--- src/rtl/i2s_writer_defines.sv ---
// Shared constants and state encoding for the I2S writer PHY.
package i2s_writer_defines;

   localparam int SLOT_BITS   = 32;
   localparam int SAMPLE_BITS = 24;
   localparam int CHAN_BIT    = 31;
   localparam int COUNT_BITS  = $clog2(SLOT_BITS);
   localparam logic [COUNT_BITS-1:0] LAST_BIT = COUNT_BITS'(SLOT_BITS - 1);

   typedef enum logic {
      ST_IDLE = 1'b0,
      ST_RUN  = 1'b1
   } state_e;

   // One-bit I2S delay in front of the sample, zero padding behind it.
   function automatic logic [SLOT_BITS-1:0] slot_word(input logic [SAMPLE_BITS-1:0] sample);
      return {1'b0, sample, {(SLOT_BITS - SAMPLE_BITS - 1){1'b0}}};
   endfunction

endpackage

--- src/rtl/i2s_writer_phy.sv ---
// I2S transmitter: fetches words from a ping-pong read FIFO into a one-word
// buffer and serializes them MSB first into 32-bit left/right slots.
module i2s_writer_phy
   import i2s_writer_defines::*;
(
   input  logic        clk,
   input  logic        rst,
   input  logic        i_enable,
   input  logic        i_rfifo_ready,
   input  logic [23:0] i_rfifo_size,
   output logic        o_rfifo_activate,
   output logic        o_rfifo_strobe,
   input  logic [31:0] i_rfifo_data,
   output logic        o_i2s_lr,
   output logic        o_i2s_data,
   output logic        o_underflow,
   output logic        o_sync_error,
   output logic [31:0] debug
);

   state_e                  state_q, state_d;
   logic [COUNT_BITS-1:0]   bit_count_q, bit_count_d;
   logic                    lr_q, lr_d;
   logic [SLOT_BITS-1:0]    shift_q, shift_d;
   logic                    underflow_q, underflow_d;
   logic                    sync_error_q, sync_error_d;
   logic                    act_q, act_d;
   logic                    act_first_q, act_first_d;
   logic [23:0]             r_count_q, r_count_d;
   logic                    buf_valid_q, buf_valid_d;
   logic [SAMPLE_BITS:0]    buf_q, buf_d;

   logic running;
   logic strobe;
   logic take;
   logic unused_bits;

   assign unused_bits = ^i_rfifo_data[CHAN_BIT-1:SAMPLE_BITS];

   // A clock with enable low already counts as leaving RUN.
   assign running = (state_q == ST_RUN) && i_enable;

   always_comb begin
      // NOTE: every combinational output gets a default first, so no path infers a latch.
      state_d = state_q;
      case (state_q)
         ST_IDLE: if (i_enable)  state_d = ST_RUN;
         ST_RUN:  if (!i_enable) state_d = ST_IDLE;
         default:                state_d = ST_IDLE;
      endcase
   end

   // FIFO fetch: owns the block handshake and refills the one-word buffer.
   always_comb begin
      act_d       = 1'b0;
      act_first_d = 1'b0;
      r_count_d   = '0;
      strobe      = 1'b0;
      buf_valid_d = 1'b0;
      buf_d       = buf_q;
      if (running) begin
         act_d       = act_q;
         r_count_d   = r_count_q;
         buf_valid_d = buf_valid_q;
         if (!act_q) begin
            if (i_rfifo_ready) begin
               act_d       = 1'b1;
               act_first_d = 1'b1;
               r_count_d   = '0;
            end
         end else if (r_count_q == i_rfifo_size) begin
            act_d = 1'b0;
         end else if (!buf_valid_q && !act_first_q) begin
            strobe    = 1'b1;
            r_count_d = r_count_q + 24'd1;
         end
         if (strobe) begin
            buf_valid_d = 1'b1;
            buf_d       = {i_rfifo_data[CHAN_BIT], i_rfifo_data[SAMPLE_BITS-1:0]};
         end else if (take) begin
            buf_valid_d = 1'b0;
         end
      end
   end

   // Serializer: slot timing, word select and the shift register load.
   always_comb begin
      bit_count_d  = '0;
      lr_d         = 1'b0;
      shift_d      = '0;
      underflow_d  = 1'b0;
      sync_error_d = 1'b0;
      take         = 1'b0;
      if (running) begin
         bit_count_d = bit_count_q + 1'b1;
         lr_d        = lr_q;
         shift_d     = {shift_q[SLOT_BITS-2:0], 1'b0};
         if (bit_count_q == LAST_BIT) begin
            lr_d = ~lr_q;
            if (!buf_valid_q) begin
               shift_d     = '0;
               underflow_d = 1'b1;
            end else if (buf_q[SAMPLE_BITS] != ~lr_q) begin
               shift_d      = '0;
               sync_error_d = 1'b1;
            end else begin
               shift_d = slot_word(buf_q[SAMPLE_BITS-1:0]);
               take    = 1'b1;
            end
         end
      end
   end

   always_ff @(posedge clk or negedge rst) begin
      if (!rst) begin
         state_q      <= ST_IDLE;
         bit_count_q  <= '0;
         lr_q         <= 1'b0;
         shift_q      <= '0;
         underflow_q  <= 1'b0;
         sync_error_q <= 1'b0;
         act_q        <= 1'b0;
         act_first_q  <= 1'b0;
         r_count_q    <= '0;
         buf_valid_q  <= 1'b0;
         buf_q        <= '0;
      end else begin
         // NOTE: non-blocking assignments so every register sees pre-edge values.
         state_q      <= state_d;
         bit_count_q  <= bit_count_d;
         lr_q         <= lr_d;
         shift_q      <= shift_d;
         underflow_q  <= underflow_d;
         sync_error_q <= sync_error_d;
         act_q        <= act_d;
         act_first_q  <= act_first_d;
         r_count_q    <= r_count_d;
         buf_valid_q  <= buf_valid_d;
         buf_q        <= buf_d;
      end
   end

   assign o_rfifo_activate = act_q;
   assign o_rfifo_strobe   = strobe;
   assign o_i2s_lr         = lr_q;
   assign o_i2s_data       = shift_q[SLOT_BITS-1];
   assign o_underflow      = underflow_q;
   assign o_sync_error     = sync_error_q;

   // Input echo bits are masked so the whole debug word reads zero in reset.
   assign debug = rst ? {19'd0, bit_count_q, state_q, buf_valid_q, strobe, act_q,
                         i_rfifo_ready, i_enable, shift_q[SLOT_BITS-1], lr_q}
                      : 32'd0;

endmodule

--- config.mk ---
export PLATFORM = sky130hd
export DESIGN_NAME = i2s_writer_phy
export DESIGN_NICKNAME = d
export VERILOG_FILES = /design/src/rtl/i2s_writer_defines.sv /design/src/rtl/i2s_writer_phy.sv
export SDC_FILE = /design/constraint.sdc
export NUM_CORES = 1
export LEC_CHECK = 0
export CORE_MARGIN = 2
export CORE_UTILIZATION = 35
export DETAILED_ROUTE_END_ITERATION = 8
export PLACE_DENSITY = 0.58
export SLEW_MARGIN = 20
export SYNTH_ARGS = -nofsm -noshare
export SYNTH_HDL_FRONTEND = slang
export SYNTH_SLANG_ARGS = --single-unit
--- constraint.sdc ---
create_clock -name clk -period 3.3 [get_ports clk]
set_input_delay 0.99 -clock clk [delete_from_list [all_inputs] [get_ports clk]]
set_output_delay 0.99 -clock clk [all_outputs]
set_load 0.005 [all_outputs]
### After elaboration in Yosys (flattened, before gate mapping)

Index checks and enable logic that the tools add are counted.

| storage, ports and cells | value |
|---|---|
| register bits | 93 |

| operators by class | value |
|---|---|
| $add $sub $neg | 2 |
| equal/unequal tests | 8 |
| mux-type cells | 39 |
| bitwise gates (word level) | 1 |
| reduce and logical (&&, ||, !) cells | 6 |

Operator list:

| cell | number |
|---|---|
| 24-bit two-way mux | 5 |
| 32-bit two-way mux | 2 |
| 31-bit two-way mux | 2 |
| 1-bit two-way mux | 28 |
| 24-bit by 1-bit adder with 24-bit output (second input constant) | 1 |
| 24-bit == test | 1 |
| 13-bit two-way mux | 1 |
| 3-bit inequality test (second input constant) | 2 |
| 5-bit by 1-bit adder with 5-bit output (second input constant) | 1 |
| 5-bit == test (second input constant) | 1 |
| 5-bit two-way mux | 1 |
| 3-bit by 1-bit inequality test with 1-bit output (second input constant) | 1 |
| 3-bit by 2-bit inequality test with 1-bit output (second input constant) | 1 |
| 3-bit AND reduction | 1 |
| 1-bit logical AND | 2 |
| 1-bit logical NOT | 2 |
| 2-bit by 1-bit inequality test with 1-bit output (second input constant) | 1 |
| 2-bit AND reduction | 1 |
| 1-bit inequality test | 1 |
| 1-bit NOT | 1 |

### Depth between registers and ports, before layout

| logic depth | value |
|---|---|
| depth in word-level cells | 9 |
| gate-level depth with buffers | 11 |

### Least setup slack after synthesis

Ideal clock, no wire load.

| path | value |
|---|---|
| kind | input -> output |
| from | input port i_rfifo_size[16] |
| to | output port debug[5] |
| arrival | 2.342 ns |
| setup slack | -0.032 ns |
| stages on the path | 9 |
| buffers on the path | 2 |
| path through | xor2_1 > nor4_1 > nand2_1 > nor2_2 > or2_1 > buf_6 > inv_4 > buf_2 > and2_1 |

| between the ends | value |
|---|---|
| longest elaborated chain between the ends | 6 |

Ends and longest elaborated chain:

| what | RTL line | RTL |
|---|---|---|
| start, declared | i2s_writer_phy.sv:10 | `input logic [23:0] i_rfifo_size,` |
| 24-bit == test | i2s_writer_phy.sv:71 | `end else if (r_count_q == i_rfifo_size) begin` |
| 1-bit two-way mux | i2s_writer_phy.sv:71 |  |
| 1-bit two-way mux | i2s_writer_phy.sv:65 | `if (!act_q) begin` |
| 1-bit two-way mux (2 in a row) | i2s_writer_phy.sv:61 | `if (running) begin` |
| via o_rfifo_strobe | i2s_writer_phy.sv:12 | `output logic o_rfifo_strobe,` |
| 13-bit two-way mux | i2s_writer_phy.sv:151 | `assign debug = rst ? {19'd0, bit_count_q, state_q, buf_valid_q, strobe, act_q,` |
| end, declared | i2s_writer_phy.sv:18 | `output logic [31:0] debug` |

The timed path passes the listed nets, and every way through them passes these cells. The select of a mux whose other input is x is not followed.

### Final worst setup path

| path | value |
|---|---|
| from | input port i_rfifo_size[19] |
| to | output port debug[5] |

| between the ends | value |
|---|---|
| longest elaborated chain between the ends | 6 |

Ends and longest elaborated chain:

| what | RTL line |
|---|---|
| 24-bit == test | i2s_writer_phy.sv:71 |
| 1-bit two-way mux | i2s_writer_phy.sv:71 |
| 1-bit two-way mux | i2s_writer_phy.sv:65 |
| 1-bit two-way mux (2 in a row) | i2s_writer_phy.sv:61 |
| 13-bit two-way mux | i2s_writer_phy.sv:151 |

Every way passes these cells. The select of a mux whose other input is x is not followed.

==> metrics.txt <==
status=finished, violations left; failing checks=negative setup slack; Worst Path Max Fanout=3; clock tree sinks=86; global route total overflow=0; top post-synthesis cells by area=dfrtp_1 51%, mux2_4 8.2%, xor2_1 5.4%; Final period util=105%; actual slew at the worst max-slew pin=745 ps; wire per inst=15.2 microns; Slew headroom=50.2%; vias in the first global route=3,141; R2R Setup Slk=690 ps; delay of the slowest cell on the worst path=270 ps; Tmin final=3450 ps; Hold Startpoint=shift_q[19]; fraction of registers with async set/reset=100%; Mapped Area=4220 sq um; Bufs on Longest Clock Path=2; Worst Setup Slack, final=-154 ps; R2R cell count=10; sequential power share=46.2%; # hold bufs at CTS=0; Slowest-stage cell, CP=nor4_1; drt initial violations=85; overall routing resource usage=15.0%; Post-synth EDFFs=0; Buf/Inv on CP=4; Clock power frac=42.6%; Routed Antenna Nets=0; Ant. Diodes=0; Die X=114 microns; post-DP HPWL=6390 microns; Storage cell area=2150 sq um; worst path required time=2310 ps; Internal=2030 uW; Pre-antenna DRT Iters=4; worst-case hold slack=473 ps; endpoints failing hold=0; Crit path top cell by count=buf_6; HP Class=reg -> reg; average via count per standard cell=5.05; first-pass GRT wire length=15,400 microns; mean post-synth cell area=11.3 sq um; Distinct cells, synth=40; hold worst-path end=shift_q[20]; fmax=289 MHz; final setup fails=2; Lkg Pwr=0.00255 uW; type of origin of the critical path=input port; Critical Path AT=2460 ps; area taken by multi-input logic gates=1870 sq um; initial antenna violation count=0; total CTS buffers=9; Comb pwr share=11.2%; Top Ports=98; sw frac=22.4%; hold path depth=1; Clk pin slew, worst setup/hold paths=60 ps; area of the core=11,900 sq um; Inst Count DP=589; most frequent cells in the layout=86 x dfrtp_1, 44 x clkdlybuf4s50_1, 34 x o21ai_0, 34 x buf_4, 25 x xor2_1; Routed WL=9370 microns; most common cell after layout, fill and taps aside=dfrtp_1; Final Instance Count excl. Fillers=616; H-tree depth=3; CP Class=in -> out; top_reg_cell synth=dfrtp_1; Overall Power=2620 uW; RR Endpoint=buf_q[11]; Max Cap Viol=0; reg2reg start=r_count_q[9]; CTS tree=yes; RSZ-0062 raised after global routing=true; pwr/cell area=481 nW/um^2; crit path cell chain=buf_6, xor2_1, nor4_1, buf_4, nand4_1, nor2_2, or2_4, inv_4, and2_4, buf_6; Critical Path End Type=primary output; pin count of the biggest net entering global routing=51; I/O Buffers=71; share of the synthesized area in the top cell type=51.1%; nets@finish=527; gp weighted congestion=0.866; CP top delay family=simple AND/OR/NAND/NOR gates; clk_lat worst skew=330 ps; vias=3,112; Clock Skew=7.10 ps; Net Switching=586 uW; drt drc=0; Mapped Cells=372; area grow syn2layout=28.9%; Die Ht=114 microns; synth warn=0; fin. max-slew vios=0; initial core utilization=35.5%; final-layout fill cell count=1,131; register area share after synthesis=51.1%; Die ar.=12,900 sq um; FF+latch count, synth=86; fraction of layout cells with a size suffix above 1=22.0%; peak supply drop=0.228 mV; Clk Tree Root Cell=clkbuf_16; Synth area leader=dfrtp_1; Rows=40
-- state kept, by name, summed over array words and instances (netlist names) --
register	count
r_count_q	24
o_underflow	1
buf_q	25
o_i2s_lr	1
o_rfifo_activate	1
buf_valid_q	1
bit_count_q	5
act_first_q	1
shift_q	25
o_sync_error	1
state_q	1
-- power groups by stage --
stage          sequential [uW]  clock [uW]  combinational [uW]
2_1_floorplan             1210           0                 195
4_1_cts                   1210        1140                 298
6_report                  1210        1110                 292
3_5_place_dp              1230           0                 300
5_1_grt                   1220        1200                 321
3_3_place_gp              1230           0                 293
-- timing repair --
item,CTS,global route
pin swaps,12,5
buffers inserted,10,1
resized for setup,76,9
setup endpoints to repair,2,2
-- worst max path at each step --
stage,start,slack (ps),end,cells past startpoint
3_5_place_dp,i_rfifo_size[21],-840,debug[5],10
5_1_grt,i_rfifo_size[19],-210,debug[5],10
2_1_floorplan,i_rfifo_size[23],7,debug[5],9
4_1_cts,i_rfifo_size[19],-130,debug[5],10
6_report,i_rfifo_size[19],-150,debug[5],10
3_3_place_gp,i_rfifo_size[9],-830,debug[5],9
-- kinds of logic (layout without fill, tap and decap cells) --
logic type / Yosys count / count (layout) / synth area share (%)
xor+xnor: 28 / 28 / 5.82
flops: 86 / 86 / 51.1
buf+inv: 43 / 122 / 6.92
other cells: 1 / 19 / 0.0890
mux: 25 / 25 / 8.73
simple gates: 98 / 98 / 12.7
compound gates: 88 / 88 / 13.8
fa+ha+maj: 3 / 3 / 0.891
-- per-layer routing --
metal  GRT usage (%)  share of wire, %  vias up
li1                -                 -     1485
met1            20.2                46     1514
met2            24.5                48       96
met3            3.40               5.0       17
met4            3.74               1.5        0
met5               0                 0        -
-- metrics by stage --
step | instance area, sq um | utilization, % | setup TNS [ps] | setup WS (ps)
2_1_floorplan | 4290 | - | 0 | 6.87
3_3_place_gp | 5060 | 42.7 | -1680 | -833
3_5_place_dp | 5060 | 42.7 | -2180 | -842
4_1_cts | 5450 | 45.9 | -239 | -126
5_1_grt | 5430 | 45.8 | -416 | -214
6_report | 5430 | 45.8 | -299 | -154
-- synth_stat cells, drive strengths merged (4+ instances only) --
| master | number |
|---|---|
| a31oi | 7 |
| o21ai | 35 |
| dfrtp | 86 |
| nand2 | 13 |
| nand4 | 14 |
| clkbuf | 13 |
| and3 | 7 |
| and2 | 16 |
| nand3 | 12 |
| mux2 | 25 |
| o31ai | 7 |
| xor2 | 26 |
| nor2 | 18 |
| buf | 28 |
| a21oi | 8 |
| nor4 | 6 |
| nor2b | 4 |
| a22o | 23 |
-- cell type report --
class,instances,share of cell area (%)
Inverter,2,0.184
Multi-Input combinational cell,261,34.4
Clock buffer,10,4.40
Timing Repair Buffer,104,16.3
Clock inverter,6,1.68
Sequential cell,86,39.6
Tap cell,147,3.38
Power figures use the tool's default switching activity.
